==> src/rtl/univ_reg_n.sv <==
// Universal N-bit register: shift/rotate/load plus modulo-(MAX_COUNT+1) up/down counter.
// Latency 1 clk to q/c_out (so_r/so_l are combinational taps); no backpressure, en=0 simply holds.
module univ_reg_n #(
  parameter int          WIDTH     = 8,
  parameter int unsigned MAX_COUNT = (1 << WIDTH) - 1
) (
  input  logic             clk,
  input  logic             clear,
  input  logic             en,
  input  logic [2:0]       mode,
  input  logic [WIDTH-1:0] d_par,
  input  logic             msb_i,
  input  logic             lsb_i,
  output logic [WIDTH-1:0] q,
  output logic             c_out,
  output logic             so_r,
  output logic             so_l
);

  localparam logic [2:0] MODE_HOLD  = 3'b000;
  localparam logic [2:0] MODE_SHR   = 3'b001;
  localparam logic [2:0] MODE_SHL   = 3'b010;
  localparam logic [2:0] MODE_LOAD  = 3'b011;
  localparam logic [2:0] MODE_UP    = 3'b100;
  localparam logic [2:0] MODE_DOWN  = 3'b101;
  localparam logic [2:0] MODE_ROR   = 3'b110;
  localparam logic [2:0] MODE_ROL   = 3'b111;

  localparam logic [WIDTH-1:0] MAX_Q = WIDTH'(MAX_COUNT);
  localparam logic [WIDTH-1:0] ONE_Q = WIDTH'(1);

  logic [WIDTH-1:0] q_nxt;
  logic             c_nxt;

  always_comb begin
    q_nxt = q;
    c_nxt = 1'b0;
    if (en) begin
      case (mode)
        MODE_HOLD: q_nxt = q;
        MODE_SHR:  q_nxt = {msb_i, q[WIDTH-1:1]};
        MODE_SHL:  q_nxt = {q[WIDTH-2:0], lsb_i};
        MODE_LOAD: q_nxt = d_par;
        // >= rather than == so an out-of-range load wraps on the next up-count
        MODE_UP: begin
          if (q >= MAX_Q) begin
            q_nxt = '0;
            c_nxt = 1'b1;
          end else begin
            q_nxt = q + ONE_Q;
          end
        end
        MODE_DOWN: begin
          if (q == '0) begin
            q_nxt = MAX_Q;
            c_nxt = 1'b1;
          end else begin
            q_nxt = q - ONE_Q;
          end
        end
        MODE_ROR:  q_nxt = {q[0], q[WIDTH-1:1]};
        MODE_ROL:  q_nxt = {q[WIDTH-2:0], q[WIDTH-1]};
        default:   q_nxt = q;
      endcase
    end
  end

  always_ff @(posedge clk or negedge clear) begin
    if (!clear) begin
      q     <= '0;
      c_out <= 1'b0;
    end else begin
      q     <= q_nxt;
      c_out <= c_nxt;
    end
  end

  assign so_r = q[0];
  assign so_l = q[WIDTH-1];

endmodule

==> config.mk <==
export PLATFORM = sky130hd
export DESIGN_NAME = univ_reg_n
export DESIGN_NICKNAME = d
export VERILOG_FILES = /design/src/rtl/univ_reg_n.sv
export SDC_FILE = /design/constraint.sdc
export NUM_CORES = 1
export LEC_CHECK = 0
export BUFFER_PORTS_ARGS = -buffer_cell sky130_fd_sc_hd__buf_2
export CAP_MARGIN = 20
export CORE_MARGIN = 4
export CORE_UTILIZATION = 55
export CTS_CLUSTER_DIAMETER = 60
export CTS_CLUSTER_SIZE = 20
export DETAILED_ROUTE_END_ITERATION = 8
export HOLD_SLACK_MARGIN = 0.1
export PLACE_DENSITY = 0.83
export SLEW_MARGIN = 0
export SYNTH_ARGS = -nofsm -noshare
export SYNTH_HDL_FRONTEND = slang
export SYNTH_SLANG_ARGS = --single-unit
==> constraint.sdc <==
create_clock -name clk -period 2.1 [get_ports clk]
set_input_delay 0.21 -clock clk [delete_from_list [all_inputs] [get_ports clk]]
set_output_delay 0.21 -clock clk [all_outputs]
set_load 0.05 [all_outputs]
* After elaboration in Yosys (flattened, before gate mapping)
Cells that the tools add are included.
Operators by class: mux-type cells 7, magnitude comparators 1, reduce and logical (&&, ||, !) cells 3, add/sub/neg operators 2, bitwise logic cells 1, equal/unequal tests 7
Operators by type and width (number):
- $pmux 8 s7 | 1
- $mux 8 | 2
- $eq 3x3->1 const B | 4
- $add 8x1->8 const B | 1
- $ge 8x8->1 const B | 1
- $logic_not 8->1 | 1
- $sub 8x1->8 const B | 1
- $eq 3x2->1 const B | 2
- $eq 3x1->1 const B | 1
- $logic_not 3->1 | 1
- $mux 1 | 3
- $pmux 1 s2 | 1
- $reduce_and 2->1 | 1
- $not 1->1 | 1
Word-level totals: bits of input ports 16, flip-flop bits (word level) 9

* Logic depth before layout (Yosys ltp)
Gate-level depths: netlist of run 1.
depth in word-level cells 4, mapped depth 8

* Worst setup path before layout of run 1
No wires, ideal clock.
path type register to register, start register q[1], end register q[5], slack 33 ps, cell stages (with the launch flop) 9, data required time 1978 ps, clock period less this slack 2067 ps, data arrival time 1945 ps, path through dfrtp_1 > buf_2 > inv_1 > ha_1 > nor4b_4 > o21ai_0 > nand2_1 > o2bb2ai_1 > a32o_1
Between the ends: word-level cells in the longest chain between the ends 3, elaborated cells on any way between the ends 7, those cells by class 2 x add/sub; 1 x order compare; 3 x mux; 1 x reduce/logical
Ends and longest elaborated chain:
- start: declaration | RTL line 14 | output logic [WIDTH-1:0] q,
- start signal: assignment | RTL line 73 | q <= q_nxt;
- $sub 8x1->8 (tied with other cells) | RTL line 58 | q_nxt = q - ONE_Q;
- $mux 8, on equally long branches | RTL line 54, 46
- $pmux 8 s7 * | RTL line 39 | case (mode)
Every way passes the cells marked *; elsewhere a longest branch is shown, timed or not. A chain may end at the register's enable or synchronous reset.

* Worst setup path in the final report of run 1
start register q[1], end register q[2]
Same word-level chain as after synthesis.

==> results of run 1 <==
## cell type report
| cell class | instances | share of cell area |
|---|---|---|
| Tap cell | 28 | 0.0245 |
| Sequential cell | 9 | 0.157 |
| Multi-Input combinational cell | 127 | 0.642 |
| Timing Repair Buffer | 33 | 0.129 |
| Clock buffer | 4 | 0.0184 |
| Inverter | 11 | 0.0288 |
## repair_timing
item | in CTS | in global routing
endpoints found under the hold margin | 9 | 0
hold buffers | 1 | 0
gates resized for setup | 0 | 0
## through the flow
step                setup slack [ns]  power, W
floorplan                     0.0334  0.000745
global placement               0.331  0.000868
detailed placement             0.281  0.000876
CTS                            0.262   0.00103
global route                   0.150   0.00110
finish                         0.250   0.00104
## cells in the mapped netlist, drive strengths merged, types with 2 or more instances
| library cell | count | area (um^2) |
|---|---|---|
| nand3b | 2 | 15.0 |
| o21a | 3 | 22.5 |
| nor2 | 10 | 37.5 |
| nand4b | 2 | 17.5 |
| xnor2 | 2 | 17.5 |
| inv | 11 | 41.3 |
| o211ai | 4 | 30.0 |
| mux2i | 6 | 60.1 |
| a41oi | 2 | 17.5 |
| clkbuf | 2 | 11.3 |
| and4 | 2 | 20.0 |
| buf | 14 | 82.6 |
| nand2b | 6 | 37.5 |
| mux2 | 2 | 22.5 |
| a211oi | 3 | 22.5 |
| o21ai | 13 | 68.8 |
| dfrtp | 9 | 225 |
| nand3 | 11 | 67.6 |
| a21oi | 10 | 50.1 |
| a31oi | 5 | 31.3 |
| nor3 | 4 | 36.3 |
| ha | 3 | 37.5 |
| nand2 | 14 | 52.6 |
## how the worst min path moves through the flow
stage	to	slack [ns]	cells after the start
after global routing	q[1]	0.28	2
after floorplan	c_out	-0.09	0
final	q[1]	0.26	2
after detailed placement	c_out	0.09	1
after CTS	q[1]	0.25	2
after global placement	q[3]	0.09	1
## power by group through the flow
stage	combinational (W)	sequential, W	clock, W
6_report	0.000581	0.000307	0.000152
3_5_place_dp	0.000569	0.000307	0
4_1_cts	0.000574	0.000303	0.000152
3_3_place_gp	0.000566	0.000302	0
2_1_floorplan	0.000391	0.000354	0
5_1_grt	0.000622	0.000314	0.000166
## kinds of logic after synthesis
group / share of synthesized area
and+or+nand+nor: 0.273
muxes: 0.0851
adders and majority gates: 0.0294
buffers and inverters: 0.106
xor gates and xnor gates: 0.0137
DFF: 0.176
AOI/OAI and AO/OA: 0.317
## sequential cells by signal, indices dropped and copies added (netlist names)
name,count
q,8
c_out,1
## metal layers
metal	up-vias	share of wire	track usage	wire length, um
met5	-	0	0	0
met3	9	0.12	0.0626	451
met4	0	0.018	0.0949	72
met1	653	0.40	0.360	1580
li1	650	-	-	-
met2	101	0.46	0.374	1810
## critical path, cell delays in order (launching register included)
cell and delay [ns]:
dfrtp_1 0.43, inv_1 0.16, ha_1 0.19, nor4b_4 0.39, a31oi_1 0.20, nand3_1 0.12, o221ai_1 0.12, a21oi_1 0.15
==> flow_summary.json, run 1 <==
{
  "status": "complete, no violations",
  "syn_area_um2": 1280,
  "die_h_um": 56.2,
  "switching_share": 0.543,
  "synthFlopType": "dfrtp_1",
  "drt_iter0_markers": 91,
  "grt_usage": 0.256,
  "dp_hpwl_um": 2800,
  "yosysUniqueCellTypes": 54,
  "cts.sinks": 9,
  "holdCritStartpoint": "en",
  "worst_pin_slew_ns": 0.580,
  "multi_input_area_um2": 918,
  "path_max_fanout": 6,
  "grt_max_degree": 30,
  "clockRootBuffer": "clkbuf_4",
  "cell_internal_pwr_w": 0.000475,
  "fin_tns_setup_ns": 0,
  "powerDensity_nw_per_um2": 726,
  "gp_congestion": 0.927,
  "timing.rr.end": "q[2]",
  "rrSetupSlack_ns": 0.25,
  "pin_count": 27,
  "grt_pass1_vias": 1272,
  "initial_core_util": 0.578,
  "diodes": 0,
  "drv_cap": 0,
  "routed_via_density": 6.67,
  "synth_warnings": 0,
  "dp.cells": 207,
  "cts_buffer_depth": 2,
  "ff2ff_path_depth": 7,
  "globalRouteOverflowTotal": 0,
  "die_w_um": 56.2,
  "grt_pass1_wl_um": 6440,
  "clkTransAtPathRegs_ns": 0.07,
  "clk_latency_ns": 0.28,
  "cts_tree": "done",
  "drc": 0,
  "dieArea_um2": 3160,
  "vias": 1413,
  "fin_hold_ws_ns": 0.264,
  "syn_nets": 182,
  "rsz0062_at_grt": "false",
  "postLayoutCellArea_um2": 1430,
  "numCtsBuffers": 3,
  "vdd_drop_max_mv": 0.440,
  "slew_violations": 0,
  "dpl_cell_area_um2": 1400,
  "wl_per_cell_um": 18.5,
  "post-route-min-period_ns": 1.85,
  "final_cell_mix": "buf_2, nand2_1, inv_1, o21ai_0",
  "drt_pre_antenna_iters": 5,
  "synthesis.instances": 163,
  "rr_startpoint": "q[1]",
  "finalClockSkew_ns": 0.00476,
  "async_reset_ff_frac": 1.00,
  "p_comb_frac": 0.559,
  "crit_path_start_kind": "register",
  "numPortBuffers": 26,
  "final_common_cell": "buf_2",
  "h-tree-depth": 1,
  "switchingPower_w": 0.000564,
  "final_util": 0.647,
  "nNetsFinal": 204,
  "synth-seq-area-share": 0.176,
  "finalSetupViolations": 0,
  "drive_above_1_share": 0.261,
  "p_clk_frac": 0.146,
  "hold_path.class": "in -> reg",
  "synth-seq-cells": 9,
  "core-area_um2": 2210,
  "setup.worst_path.end": "q[2]",
  "fmax_ghz": 0.540,
  "antenna_found_initial": 0,
  "crit_path_end_kind": "register",
  "n_fill_cell": 209,
  "syn2layout_area_growth_pct": 11.9,
  "worstPathRequired_ns": 2.30,
  "syn_area_per_cell_um2": 7.84,
  "stdcell_count": 212,
  "crit_start": "q[1]",
  "post-route-period-util": 0.881,
  "path_class": "reg -> reg",
  "register_area_um2": 225,
  "fp-row-count": 17,
  "hold_violations": 0,
  "wl_um": 3910,
  "arrival_ns": 2.05,
  "synth_edf_count": 0,
  "antenna_left": 0,
  "postCtsSetupRepairBufs": 0,
  "seq_power_share": 0.295,
  "max_slew_margin": 0.613,
  "p_leak_nw": 0.609
}
Note: power is estimated with default switching activity, not from simulation.
==> run 2, diff against run 1 <==
--- a/config.mk
+++ b/config.mk
@@ -5,10 +5,11 @@
 export SDC_FILE = /design/constraint.sdc
 export NUM_CORES = 1
 export LEC_CHECK = 0
+export ABC_AREA = 1
 export BUFFER_PORTS_ARGS = -buffer_cell sky130_fd_sc_hd__buf_2
 export CAP_MARGIN = 20
 export CORE_MARGIN = 4
-export CORE_UTILIZATION = 55
+export CORE_UTILIZATION = 54
 export CTS_CLUSTER_DIAMETER = 60
 export CTS_CLUSTER_SIZE = 20
 export DETAILED_ROUTE_END_ITERATION = 8
==> flow_summary.json, run 2 <==
{
  "final_util": 0.660,
  "met2_length_um": 1540,
  "wl_um": 3340,
  "dp.cells": 254,
  "numCtsBuffers": 3,
  "syn_area_um2": 1190,
  "antenna_found_initial": 0,
  "drt_iter0_markers": 57,
  "finalClockSkew_ns": 0.00537,
  "worst_path_largest_cell_delay_ns": 0.52,
  "clkTransAtPathRegs_ns": 0.06,
  "fin_tns_setup_ns": 0,
  "rsz0062_at_grt": "false",
  "synth_most_common_cell": "nand2_1",
  "synth_warnings": 0,
  "fp-row-count": 16,
  "vdd_drop_max_mv": 0.878,
  "cts_buffer_depth": 2,
  "final_cell_mix": "nand2_1, buf_2, nor2_1, nand3_1, inv_1",
  "h-tree-depth": 1,
  "dp_worst_setup_slack_ns": 0.490,
  "clk_latency_ns": 0.26,
  "max_slew_margin": 0.749,
  "synth_edf_count": 0,
  "largest_reg_flops": 8,
  "crit_family": "simple AND/OR/NAND/NOR gates",
  "hold_depth": 2,
  "switchingPower_w": 0.000516,
  "slowest_stage": "dfrtp_1",
  "globalRouteOverflowTotal": 0,
  "grt_max_degree": 13,
  "routed_via_density": 5.36,
  "finalSetupViolations": 0,
  "rrSetupSlack_ns": 0.47,
  "hold_end": "c_out",
  "syn2layout_area_growth_pct": 12.4,
  "synth-seq-cells": 9,
  "crit_path_end_kind": "register",
  "final_common_cell": "nand2_1",
  "drv_cap": 0,
  "grt_pass1_wl_um": 5380,
  "fmax_ghz": 0.612,
  "stdcell_count": 259,
  "gp_congestion": 1.04,
  "synth_common_cells": "nand2_1, nor2_1, nand3_1, inv_1, o21ai_0",
  "highest_layer": "met4",
  "diodes": 0,
  "p_clk_frac": 0.144,
  "cell_internal_pwr_w": 0.000420,
  "antenna_left": 0,
  "grt_pass1_vias": 1158,
  "holdCritStartpoint": "en",
  "vias": 1389,
  "post-route-min-period_ns": 1.63,
  "drt_pre_antenna_iters": 4,
  "worstPathBufferInverterCount": 0,
  "syn_nets": 227,
  "regMostFlops": "q",
  "synth-seq-area-share": 0.190,
  "async_reset_ff_frac": 1.00,
  "yosysTopAreaCellShare": 0.225,
  "drive_above_1_share": 0.220,
  "drt-met1-wl_um": 1440,
  "initial_core_util": 0.587,
  "worst_pin_slew_ns": 0.376,
  "cpMostUsedCell": "nand2_1",
  "path_class": "reg -> reg",
  "die_w_um": 54.9,
  "pin_count": 27,
  "timing.rr.end": "q[0]",
  "path_max_fanout": 9,
  "post-route-period-util": 0.778,
  "cts.sinks": 9,
  "cts_tree": "done",
  "die_h_um": 54.9,
  "hold_violations": 0,
  "numPortBuffers": 26,
  "ff2ff_path_depth": 10,
  "slew_violations": 0,
  "yosysUniqueCellTypes": 25,
  "wl_per_cell_um": 12.9,
  "top_regs": "q (8), c_out (1)",
  "seq_power_share": 0.313,
  "drc": 0,
  "worstPathCellList": "ha_1 > nand2_1 > nor2_2 > nand4_1 > nand2_1 > nand2_1 > nand2_1 > nand2_1 > nand2_1 > nand2_1",
  "worstPathRequired_ns": 2.26,
  "crit_path_start_kind": "register",
  "clockRootBuffer": "clkbuf_4",
  "core-area_um2": 2020,
  "layout_setup_ws_ns": 0.466,
  "switching_share": 0.551,
  "rr_startpoint": "q[0]",
  "wl_met3_um": 327,
  "nNetsFinal": 252,
  "dp_hpwl_um": 2540,
  "postCtsSetupRepairBufs": 0,
  "powerDensity_nw_per_um2": 702,
  "status": "complete, no violations",
  "hold_path.class": "in -> reg",
  "dieArea_um2": 3010,
  "p_leak_nw": 0.723,
  "synthFlopType": "dfrtp_1",
  "syn_area_per_cell_um2": 5.70,
  "grt_usage": 0.243,
  "synth_area_leaders": "nand2_1, dfrtp_1, nand3_1, nor2_1, inv_1",
  "synthesis.instances": 208,
  "p_comb_frac": 0.543,
  "arrival_ns": 1.79,
  "synth_area_leader_cell": "nand2_1"
}
## run 2: cells by family after synthesis
group | share of synthesized area
XOR/XNOR | 0.00739
flip-flops | 0.190
AND/OR/NAND/NOR | 0.525
adder cells (fa/ha/maj) | 0.0316
buffers and inverters | 0.133
AO/OA/AOI/OAI | 0.113
## run 2: what timing repair did
item	4_1_cts	5_1_grt
resized for setup	0	0
endpoints found under the hold margin	9	0
hold buffers	1	0
## run 2: per-stage QoR
stage | cell area (um^2) | hold slack [ns] | total power, W
finish | 1330 | 0.237 | 0.000936
global route | 1330 | 0.230 | 0.00101
global placement | 1300 | 0.0708 | 0.000792
floorplan | 1190 | -0.0856 | 0.000688
detailed placement | 1300 | 0.0697 | 0.000796
CTS | 1330 | 0.236 | 0.000932
## run 2: cell type report
class | instances | area [um^2]
repair buffers | 28 | 148
flip-flops and latches | 9 | 225
inverters | 26 | 97.6
well taps | 27 | 33.8
fillers | 192 | 688
multi-input cells | 165 | 803
clock buffers | 4 | 26.3
## run 2: worst max path at each step
stage	start	to	slack [ns]	depth (start not counted)
2_1_floorplan	q[1]	q[3]	0.34	10
3_3_place_gp	q[0]	q[4]	0.50	9
3_5_place_dp	q[0]	q[0]	0.49	10
4_1_cts	q[0]	q[0]	0.48	10
5_1_grt	q[0]	q[0]	0.29	10
6_report	q[0]	q[0]	0.47	10
## run 2: routing by layer
metal / GRT usage / vias up
met5: 0 / -
met4: 0.0249 / 0
met3: 0.0545 / 6
met2: 0.390 / 78
met1: 0.340 / 596
li1: - / 709
## run 2: power by group through the flow
stage          sequential (W)  combinational [W]  clock, W
2_1_floorplan        0.000348           0.000340         0
3_5_place_dp         0.000293           0.000503         0
6_report             0.000293           0.000508  0.000135
5_1_grt              0.000299           0.000562  0.000149
3_3_place_gp         0.000289           0.000503         0
4_1_cts              0.000290           0.000506  0.000136
==> run 3, diff against run 2 <==
==> constraint.sdc (replaced) <==
create_clock -name clk -period 1.6 [get_ports clk]
set_input_delay 0.16 -clock clk [delete_from_list [all_inputs] [get_ports clk]]
set_output_delay 0.16 -clock clk [all_outputs]
set_load 0.05 [all_outputs]
==> flow_summary.json, run 3 (synthesized netlist as in run 2, its figures left out) <==
{
  "grt_usage": 0.241,
  "regMostFlops": "q",
  "post-route-period-util": 0.922,
  "worstPathBufferInverterCount": 2,
  "top_regs": "q (8), c_out (1)",
  "drt_iter0_markers": 81,
  "largest_reg_flops": 8,
  "status": "complete, no violations",
  "powerDensity_nw_per_um2": 920,
  "worstPathRequired_ns": 1.76,
  "grt_pass1_vias": 1190,
  "drt_pre_antenna_iters": 4,
  "final_common_cell": "nand2_1",
  "worst_pin_slew_ns": 0.365,
  "cell_internal_pwr_w": 0.000567,
  "nNetsFinal": 254,
  "worst_path_largest_cell_delay_ns": 0.50,
  "syn2layout_area_growth_pct": 14.1,
  "hold_path.class": "in -> reg",
  "seq_power_share": 0.297,
  "finalSetupViolations": 0,
  "cpMostUsedCell": "nand2_1",
  "drc": 0,
  "crit_path_start_kind": "register",
  "slowest_stage": "dfrtp_1",
  "wl_um": 3280,
  "drv_cap": 0,
  "antenna_left": 0,
  "dp_hpwl_um": 2570,
  "numCtsBuffers": 3,
  "hold_violations": 0,
  "routed_via_density": 5.35,
  "max_slew_margin": 0.757,
  "p_leak_nw": 0.728,
  "grt_pass1_wl_um": 5220,
  "rsz0062_at_grt": "true",
  "clkTransAtPathRegs_ns": 0.06,
  "final_util": 0.670,
  "vdd_drop_max_mv": 1.02,
  "diodes": 0,
  "worstPathCellList": "nor2_1 > nand2_1 > inv_1 > nand3_4 > nand2_1 > nor2_1 > nand3_1 > nand2_1 > inv_1",
  "dp_worst_setup_slack_ns": 0.0678,
  "numPortBuffers": 26,
  "fmax_ghz": 0.678,
  "switchingPower_w": 0.000678,
  "path_class": "reg -> reg",
  "clockRootBuffer": "clkbuf_4",
  "drive_above_1_share": 0.248,
  "wl_per_cell_um": 12.6,
  "fp-row-count": 16,
  "arrival_ns": 1.64,
  "cts_tree": "done",
  "grt_max_degree": 12,
  "vias": 1396,
  "n_fill_cell": 198,
  "rrSetupSlack_ns": 0.12,
  "finalClockSkew_ns": 0.000993,
  "cts_buffer_depth": 2,
  "crit_family": "simple AND/OR/NAND/NOR gates",
  "layout_setup_ws_ns": 0.125,
  "slew_violations": 0,
  "initial_core_util": 0.587,
  "final_cell_mix": "nand2_1, buf_2, nor2_1, nand3_1, inv_1",
  "path_max_fanout": 9,
  "dieArea_um2": 3010,
  "multi_input_area_um2": 806,
  "post-route-min-period_ns": 1.48,
  "cts.sinks": 9,
  "register_area_um2": 228,
  "p_clk_frac": 0.145,
  "crit_path_end_kind": "register",
  "h-tree-depth": 1,
  "antenna_found_initial": 0,
  "clk_latency_ns": 0.26,
  "die_h_um": 54.9,
  "p_comb_frac": 0.558,
  "core-area_um2": 2020,
  "globalRouteOverflowTotal": 0,
  "pin_count": 27,
  "switching_share": 0.545,
  "gp_congestion": 1.02,
  "die_w_um": 54.9
}
## run 3: cell count changes in the layout (fill, tap and decap cells not counted), sizes merged
cell / delta
buf: +2
## run 3: layout make-up
cell class,instances,area share
Multi-Input combinational cell,165,0.595
Sequential cell,9,0.168
Timing Repair Buffer,30,0.120
Inverter,26,0.0721
Tap cell,27,0.0250
Clock buffer,4,0.0194
## run 3: routing by layer
metal	track usage	routed length (um)
met1	0.315	1350
met5	0	0
met3	0.0599	374
met4	0.0747	69
met2	0.384	1490
## run 3: through the flow
stage	std cells	hold slack (ns)	cell area, um^2	power [W]	TNS, ns
2_1_floorplan	208	-0.136	1190	0.000906	0
3_3_place_gp	256	0.0246	1320	0.00105	0
3_5_place_dp	256	0.0277	1320	0.00106	0
4_1_cts	261	0.182	1350	0.00124	0
5_1_grt	261	0.169	1350	0.00135	-0.00717
6_report	261	0.193	1350	0.00125	0
## run 3: final timing paths
path                             from    end  cells past startpoint
min in group asynchronous       clear   q[3]                      2
max in group asynchronous       clear   q[1]                      2
worst max-delay path             q[3]   q[4]                      9
worst max register to register   q[3]   q[4]                      9
worst min-delay path               en  c_out                      2
worst min register to register   q[0]   q[0]                      2
## run 3: timing repair
| action | 4_1_cts | 5_1_grt |
|---|---|---|
| hold buffers | 1 | 0 |
| resized for setup | 0 | 3 |
| setup buffers | 0 | 0 |
| setup endpoints to repair | 0 | 7 |
| hold endpoints to repair | 9 | 0 |
## run 3: power by group through the flow
stage | Combinational [W] | Clock [W] | Sequential (W)
2_1_floorplan | 0.000447 | 0 | 0.000459
3_3_place_gp | 0.000684 | 0 | 0.000369
3_5_place_dp | 0.000685 | 0 | 0.000371
4_1_cts | 0.000689 | 0.000187 | 0.000366
5_1_grt | 0.000764 | 0.000203 | 0.000379
6_report | 0.000695 | 0.000181 | 0.000370
